==> src/rtl/mux4_rr_arbiter.sv <==
// Round-robin arbiter driving the 2-bit select of a shared 4:1 mux, with per-owner hold limit.
// Optional feature: define MUX_ARB_LOCK_EN to add the lock input (owner may extend its grant).
module mux4_rr_arbiter #(
  parameter int unsigned MAX_HOLD = 8
) (
  input  logic       clk,
  input  logic       rst_n,
  input  logic [3:0] req,
`ifdef MUX_ARB_LOCK_EN
  input  logic       lock,
`endif
  output logic [3:0] gnt,
  output logic [1:0] sel,
  output logic       busy,
  output logic       state,
  output logic [7:0] hold_cnt
);

  typedef enum logic {IDLE = 1'b0, GRANT = 1'b1} state_t;

  localparam logic [7:0] HOLD_LAST = 8'(MAX_HOLD - 1);

  state_t     state_q, state_n;
  logic [3:0] gnt_q, gnt_n;
  logic [1:0] sel_q, sel_n;
  logic [1:0] last_q, last_n;
  logic [7:0] hold_q, hold_n;
  logic [2:0] pick;
  logic       owner_req;
  logic       lock_hold;

`ifdef MUX_ARB_LOCK_EN
  assign lock_hold = lock;
`else
  assign lock_hold = 1'b0;
`endif

  // Returns {found, index}; scans last+1 .. last+4 so the previous owner is considered last.
  function automatic logic [2:0] rr_pick(input logic [3:0] cand, input logic [1:0] last);
    logic [2:0] r;
    logic [1:0] i;
    r = 3'b000;
    for (int k = 1; k <= 4; k++) begin
      i = last + 2'(k);
      if (!r[2] && cand[i]) r = {1'b1, i};
    end
    return r;
  endfunction

  assign owner_req = |(req & gnt_q);

  always_ff @(posedge clk or negedge rst_n) begin
    if (!rst_n) begin
      state_q <= IDLE;
      gnt_q   <= 4'b0000;
      sel_q   <= 2'b00;
      last_q  <= 2'd3;
      hold_q  <= 8'd0;
    end else begin
      state_q <= state_n;
      gnt_q   <= gnt_n;
      sel_q   <= sel_n;
      last_q  <= last_n;
      hold_q  <= hold_n;
    end
  end

  always_comb begin
    state_n = state_q;
    gnt_n   = gnt_q;
    sel_n   = sel_q;
    last_n  = last_q;
    hold_n  = hold_q;
    pick    = 3'b000;
    case (state_q)
      IDLE: begin
        pick = rr_pick(req, last_q);
      end
      GRANT: begin
        if (!owner_req) begin
          // Owner released: it is masked out so only the others compete.
          pick = rr_pick(req & ~gnt_q, last_q);
          if (!pick[2]) begin
            state_n = IDLE;
            gnt_n   = 4'b0000;
            hold_n  = 8'd0;
          end
        end else if (hold_q < HOLD_LAST) begin
          hold_n = hold_q + 8'd1;
        end else if (!lock_hold) begin
          pick = rr_pick(req, last_q);
        end
      end
      default: begin
        state_n = IDLE;
        gnt_n   = 4'b0000;
        hold_n  = 8'd0;
      end
    endcase
    if (pick[2]) begin
      state_n = GRANT;
      gnt_n   = 4'b0001 << pick[1:0];
      sel_n   = pick[1:0];
      last_n  = pick[1:0];
      hold_n  = 8'd0;
    end
  end

  assign gnt      = gnt_q;
  assign sel      = sel_q;
  assign busy     = |gnt_q;
  assign state    = state_q;
  assign hold_cnt = hold_q;

endmodule
==> config.mk <==
export PLATFORM = sky130hd
export DESIGN_NAME = mux4_rr_arbiter
export DESIGN_NICKNAME = d
export VERILOG_FILES = /design/src/rtl/mux4_rr_arbiter.sv
export SDC_FILE = /design/constraint.sdc
export NUM_CORES = 1
export LEC_CHECK = 0
export CORE_MARGIN = 1
export CORE_UTILIZATION = 30
export CTS_CLUSTER_DIAMETER = 50
export DETAILED_ROUTE_END_ITERATION = 6
export GPL_ROUTABILITY_DRIVEN = 0
export HOLD_SLACK_MARGIN = 0.15
export SETUP_SLACK_MARGIN = 0.4
export SKIP_LAST_GASP = 1
export SLEW_MARGIN = 20
export SYNTH_ARGS = -nofsm -noshare
export SYNTH_HDL_FRONTEND = slang
export SYNTH_SLANG_ARGS = --single-unit
==> constraint.sdc <==
create_clock -name clk -period 4.6 [get_ports clk]
set_input_delay 0.46 -clock clk [delete_from_list [all_inputs] [get_ports clk]]
set_output_delay 0.46 -clock clk [all_outputs]
set_load 0.01 [all_outputs]
==> results of run 1 <==
-- cells in the mapped netlist (all sizes together) --
cell     n  area, um2
dfrtp   15      375.4
nor4     1      6.260
mux2i    1      10.01
nand2b   5      31.28
a211oi   1      7.510
inv      2      7.510
a31oi    6      43.79
a21o     1      7.510
and3     1      6.260
a211o    1      8.760
ha       1      12.51
nand3    3      15.01
a32o     1      10.01
and2     1      6.260
o21bai   1      7.510
buf      1      5.000
a221oi   2      23.77
o21ai    5      25.02
nor3b    1      7.510
or2      1      6.260
o31ai    2      15.01
dfstp    2      52.55
a21oi    7      35.03
a22o     3      26.28
nand2   12      45.04
nor2b    3      18.77
or4      2      15.01
a311oi   1      15.01
a21boi   1      7.510
nor2    14      52.55
or3      1      6.260
a32oi    2      17.52
-- through the flow --
stage	setup slack (ns)	utilization	cells	hold slack, ns	instance area [um2]
2_1_floorplan	2.617	-	101	0.1644	929.6
3_3_place_gp	2.061	0.4114	152	0.4904	1174
3_5_place_dp	2.012	0.4114	152	0.4730	1174
4_1_cts	2.308	0.4206	156	0.4957	1200
5_1_grt	2.134	0.4206	156	0.5222	1200
6_report	2.279	0.4206	156	0.4874	1200
-- layout by cell type (no fill, tap or decap), types with 2 or more instances in the layout --
master           netlist  final
clkdlybuf4s50_1        0     21
o31ai_1                2      2
a32oi_1                2      2
clkbuf_4               0      3
a31oi_1                5      5
or4_1                  2      2
inv_1                  2      2
dfstp_2                2      2
nor2b_1                3      3
a21oi_1                7      7
nand2b_1               5      5
a22o_1                 3      3
nand3_1                3      3
o21ai_0                4      4
nor2_1                14     14
dfrtp_1               15     15
nand2_1               12     12
-- state kept, by name, indices dropped and copies added (netlist names) --
signal and flops:
hold_cnt 8, sel 2, gnt 4, last_q 2, state 1
-- metal layers --
metal | track usage | vias to the layer above | share of wire | wire length (um)
li1 | - | 425 | - | -
met1 | 0.2310 | 437 | 0.50 | 1162
met2 | 0.2375 | 6 | 0.48 | 1110
met3 | 0.03348 | 3 | 0.012 | 27
met4 | 0.03061 | 0 | 0.0060 | 14
met5 | 0 | - | 0 | 0
-- power breakdown --
part	switching [uW]	internal [uW]	total [uW]
combinational	175	164	339
clock	43.1	33.7	76.8
sequential	64.4	201	265
total	283	398	681
-- critical path: cells and delay by family --
family	cells	cell delay, ns
and+or+nand+nor	1	0.23
buffers and inverters	1	0.49
AOI/OAI and AO/OA	5	1.31
-- path summary, 6_finish.rpt --
kind                                  start          end  slack (ns)  depth (start not counted)
worst max-delay path                 req[3]       gnt[0]        2.28                          7
worst min-delay path                 sel[0]       sel[0]        0.49                          2
worst max register to register  hold_cnt[0]       gnt[0]        2.35                          7
worst min register to register       sel[0]       sel[0]        0.49                          2
max in group asynchronous             rst_n       gnt[3]        3.54                          1
min in group asynchronous             rst_n  hold_cnt[5]        0.60                          1
-- layout make-up --
| cell class | count | area share |
|---|---|---|
| sequential | 17 | 0.3566 |
| tap | 31 | 0.03233 |
| multi-input combinational | 81 | 0.4077 |
| inverter | 2 | 0.006257 |
| clock buffer | 4 | 0.02190 |
| timing repair buffer | 21 | 0.1752 |
-- cells by family (layout without fill, tap and decap cells) --
kind of cell / count (synthesis) / count (layout) / synth area share
flops: 17 / 17 / 0.4603
compound gates: 34 / 34 / 0.2692
mux: 1 / 1 / 0.01077
fa+ha+maj: 1 / 1 / 0.01346
buf+inv: 3 / 27 / 0.01346
simple gates: 45 / 45 / 0.2329
==> results.txt, run 1 <==
count of buffers from port buffering = 21
largest voltage drop on the vdd net = 0.3433 mV
Via-to-Cell Ratio = 5.583
# Max-Cap Violations = 0
number of slew-limit violations in the final report = 0
pin count of the biggest net entering global routing = 18
number of filler cells placed in the layout = 279
core area = 2853 um2
crit path capture type = flop
wire length of the first global-routing pass = 3974 um
synthesized area = 929.6 um2
initial antenna violation count = 0
Tmin final = 2.321 ns
post-synthesis to final-layout area growth = 29.07%
clock insertion delay at the later pin of the skew report = 0.28 ns
Slew @ Worst Pin = 0.7255 ns
setup TNS after final layout = 0 ns
routed via count = 871
sum of internal, switching and leakage power = 680.8 uW
area of combinational cells with multiple inputs = 489.2 um2
unrepaired setup endpoints after global routing = no
antenna diode count = 0
period utilization = 0.5045
DRT antenna net count = 0
GRT overflow = 0
number of gates resized after cts = 0
number of rows in the core area = 19
global-route usage over all layers = 0.1559
Tightest Hold Check Type = flop to flop
required time worst endpoint = 4.78 ns
initial core utilization = 0.3259
Post-CTS Setup Bufs = 0
worst-path cell chain = clkdlybuf4s50_1 -> a22o_1 -> a221oi_2 -> nand2_1 -> a311oi_2 -> a21oi_1 -> a32o_1
number of clock sinks = 17
synth warn = 0
hold violation count in the final report = 0
wirelength, routed = 2315 um
DPL Wire Length = 1782 um
Critical Path Slowest Stage Cell = clkdlybuf4s50_1
Pwr Density = 567.4 nW/um2
number of global-route vias before repair = 819
static leakage = 0.0005108 uW
CTS Hold Buffers Added = 0
worst setup skew after layout = 0.001900 ns
number of nets in the synthesized netlist = 108
Seq/Total Area, Yosys = 0.4603
die width = 57.67 um
number of DRC markers in iteration 0 = 18
TritonCTS clock tree = done
root cell of the clock tree = clkbuf_4
Worst Setup Start Kind = input pin
count of H-tree levels built during CTS = 1
Synth Register Bits = 17
CP peak stage delay = 0.49 ns
path type of the worst setup path = input pin to flop
Post-Syn Instances = 101
number of buffers on the longest clock path = 2
number of top-level pins = 22
flip-flop and latch area = 427.9 um2
Die Footprint = 3325 um2
total of endpoints with negative setup slack in the final report = 0
unique cell type count in the Yosys netlist = 35
Die Height = 57.67 um
outcome = completed
clock input transition at the sequential cells of the worst setup and hold paths = 0.09 ns
relative max-transition margin = 0.5148
clock buffer count from CTS = 3
arrival time of the worst setup path = 2.50 ns
Max Clk Rate = 430.9 MHz
average wire length per cell after detail routing = 14.84 um
final routed DRC violation total = 0
Critical Path Fanout Max = 6
total iterations of the first detailed-routing run = 4
proportion of layout cells with a drive suffix above 1 = 0.06400
Nets = 133
Avg Inst Size Synth = 9.204 um2
Note: power is estimated with default switching activity, not from simulation.
==> run 2, diff against run 1 <==
==> constraint.sdc (replaced) <==
create_clock -name clk -period 2.2 [get_ports clk]
set_input_delay 0.22 -clock clk [delete_from_list [all_inputs] [get_ports clk]]
set_output_delay 0.22 -clock clk [all_outputs]
set_load 0.01 [all_outputs]
==> results.txt, run 2 (synthesis results as in run 1) <==
unrepaired setup endpoints after global routing = yes
number of DRC markers in iteration 0 = 31
die width = 57.67 um
hold violation count in the final report = 0
number of global-route vias before repair = 967
post-synthesis to final-layout area growth = 57.60%
Non-Filler Instances = 175
routed via count = 988
number of slew-limit violations in the final report = 0
path type of the worst setup path = flop to flop
period utilization = 0.8915
total iterations of the first detailed-routing run = 4
post-placement cell area = 1262 um2
DRT antenna net count = 0
Worst Setup Start Kind = flop
worst setup skew after layout = 0.003726 ns
count of buffers from port buffering = 21
final routed DRC violation total = 0
count of H-tree levels built during CTS = 1
outcome = completed
Critical Path Fanout Max = 5
required time worst endpoint = 2.39 ns
core area = 2853 um2
Critical Path Slowest Stage Cell = dfrtp_2
worst hold slack = 0.3499 ns
largest voltage drop on the vdd net = 0.5652 mV
Max Clk Rate = 509.9 MHz
antenna diode count = 0
Nets = 152
pin count of the biggest net entering global routing = 18
average wire length per cell after detail routing = 14.98 um
GRT overflow = 0
Tightest Hold Check Type = input pin to async pin
arrival time of the worst setup path = 2.15 ns
number of top-level pins = 22
initial core utilization = 0.3259
relative max-transition margin = 0.5163
commonest non-fill, non-tap cells in the layout = 20 x clkdlybuf4s50_1, 16 x buf_4, 14 x nor2_1
root cell of the clock tree = clkbuf_4
most common library cell in the layout ignoring fill and taps = clkdlybuf4s50_1
CP peak stage delay = 0.43 ns
Die Height = 57.67 um
wire length of the first global-routing pass = 4333 um
Slew @ Worst Pin = 0.7233 ns
Tmin final = 1.961 ns
initial antenna violation count = 0
number of buffers on the longest clock path = 2
Placed Cells = 162
number of rows in the core area = 19
global-route usage over all layers = 0.1685
flip-flop count of the largest register after layout = 8
Pwr Density = 1204 nW/um2
setup TNS after final layout = 0 ns
CTS Hold Buffers Added = 0
Die Footprint = 3325 um2
number of clock sinks = 17
total of endpoints with negative setup slack in the final report = 0
proportion of layout cells with a drive suffix above 1 = 0.2917
FF-to-FF setup slack = 0.24 ns
DPL Wire Length = 1801 um
Design Area, Final = 1465 um2
# Max-Cap Violations = 0
clock input transition at the sequential cells of the worst setup and hold paths = 0.10 ns
clock insertion delay at the later pin of the skew report = 0.29 ns
wirelength, routed = 2622 um
TritonCTS clock tree = done
crit path capture type = flop
Via-to-Cell Ratio = 5.646
worst-path cell chain = buf_6 -> nor2b_1 -> or3_4 -> or2_4 -> a311oi_4 -> a21oi_4 -> a32o_1
static leakage = 0.0006320 uW
clock buffer count from CTS = 3
==> run 2: worst paths after layout <==
kind                       startpoint           to  cells after the start
max reg2reg                    gnt[1]       gnt[0]                      7
min reg2reg                    sel[1]       sel[1]                      2
max                            gnt[1]       gnt[0]                      7
max in group asynchronous       rst_n       gnt[1]                      1
min in group clk               sel[1]       sel[1]                      2
min                             rst_n  hold_cnt[3]                      1
==> run 2: cell type report <==
| type | instances | area, um2 |
|---|---|---|
| timing repair buffer | 40 | 359.1 |
| fill | 255 | 1388 |
| clock buffer | 4 | 26.28 |
| inverter | 2 | 7.507 |
| multi-input combinational | 81 | 603.1 |
| sequential | 17 | 430.4 |
| tap | 31 | 38.79 |
==> run 2: what timing repair did <==
action	4_1_cts	5_1_grt
endpoints found under the setup margin	17	17
buffers inserted	8	1
resized for setup	9	20
gates cloned	0	0
pin swaps	2	2
==> run 2: power by group <==
part	total, uW	internal (uW)	leakage [uW]	switching [uW]
logic	1040	560	0.000405	484
registers	552	423	0.000212	129
clock network	168	70.6	0.0000150	97.4
total	1760	1050	0.000632	710
==> run 2: metrics by stage <==
step | setup WS [ns] | total power [uW] | util
after floorplan | 0.3081 | 973.7 | -
after CTS | 0.3012 | 1597 | 0.4820
after global routing | 0.1878 | 1892 | 0.5136
after detailed placement | -0.01791 | 1329 | 0.4425
after global placement | 0.02831 | 1330 | 0.4425
final | 0.2388 | 1765 | 0.5136
==> run 2: layer usage <==
layer	track usage	part of all wire	vias to the layer above
met4	0.1190	0.033	0
met1	0.2300	0.45	492
met3	0.01786	0.021	9
met5	0	0	-
li1	-	-	462
met2	0.2508	0.49	25
==> run 2: critical path: cells and delay by family, from the launching register on <==
kind                   cells  cell delay (ns)
AO/OA/AOI/OAI              3             0.65
buffers and inverters      1             0.11
flip-flops                 1             0.43
AND/OR/NAND/NOR            3             0.67
==> run 3, diff against run 2 <==
--- a/config.mk
+++ b/config.mk
@@ -7,7 +7,7 @@
 export LEC_CHECK = 0
 export CORE_MARGIN = 1
 export CORE_UTILIZATION = 30
-export CTS_CLUSTER_DIAMETER = 50
+export CTS_CLUSTER_DIAMETER = 80
 export DETAILED_ROUTE_END_ITERATION = 6
 export GPL_ROUTABILITY_DRIVEN = 0
 export HOLD_SLACK_MARGIN = 0.15
==> results of run 3 <==
Same layout as run 2: the final DEF is identical, and so are final timing and power.
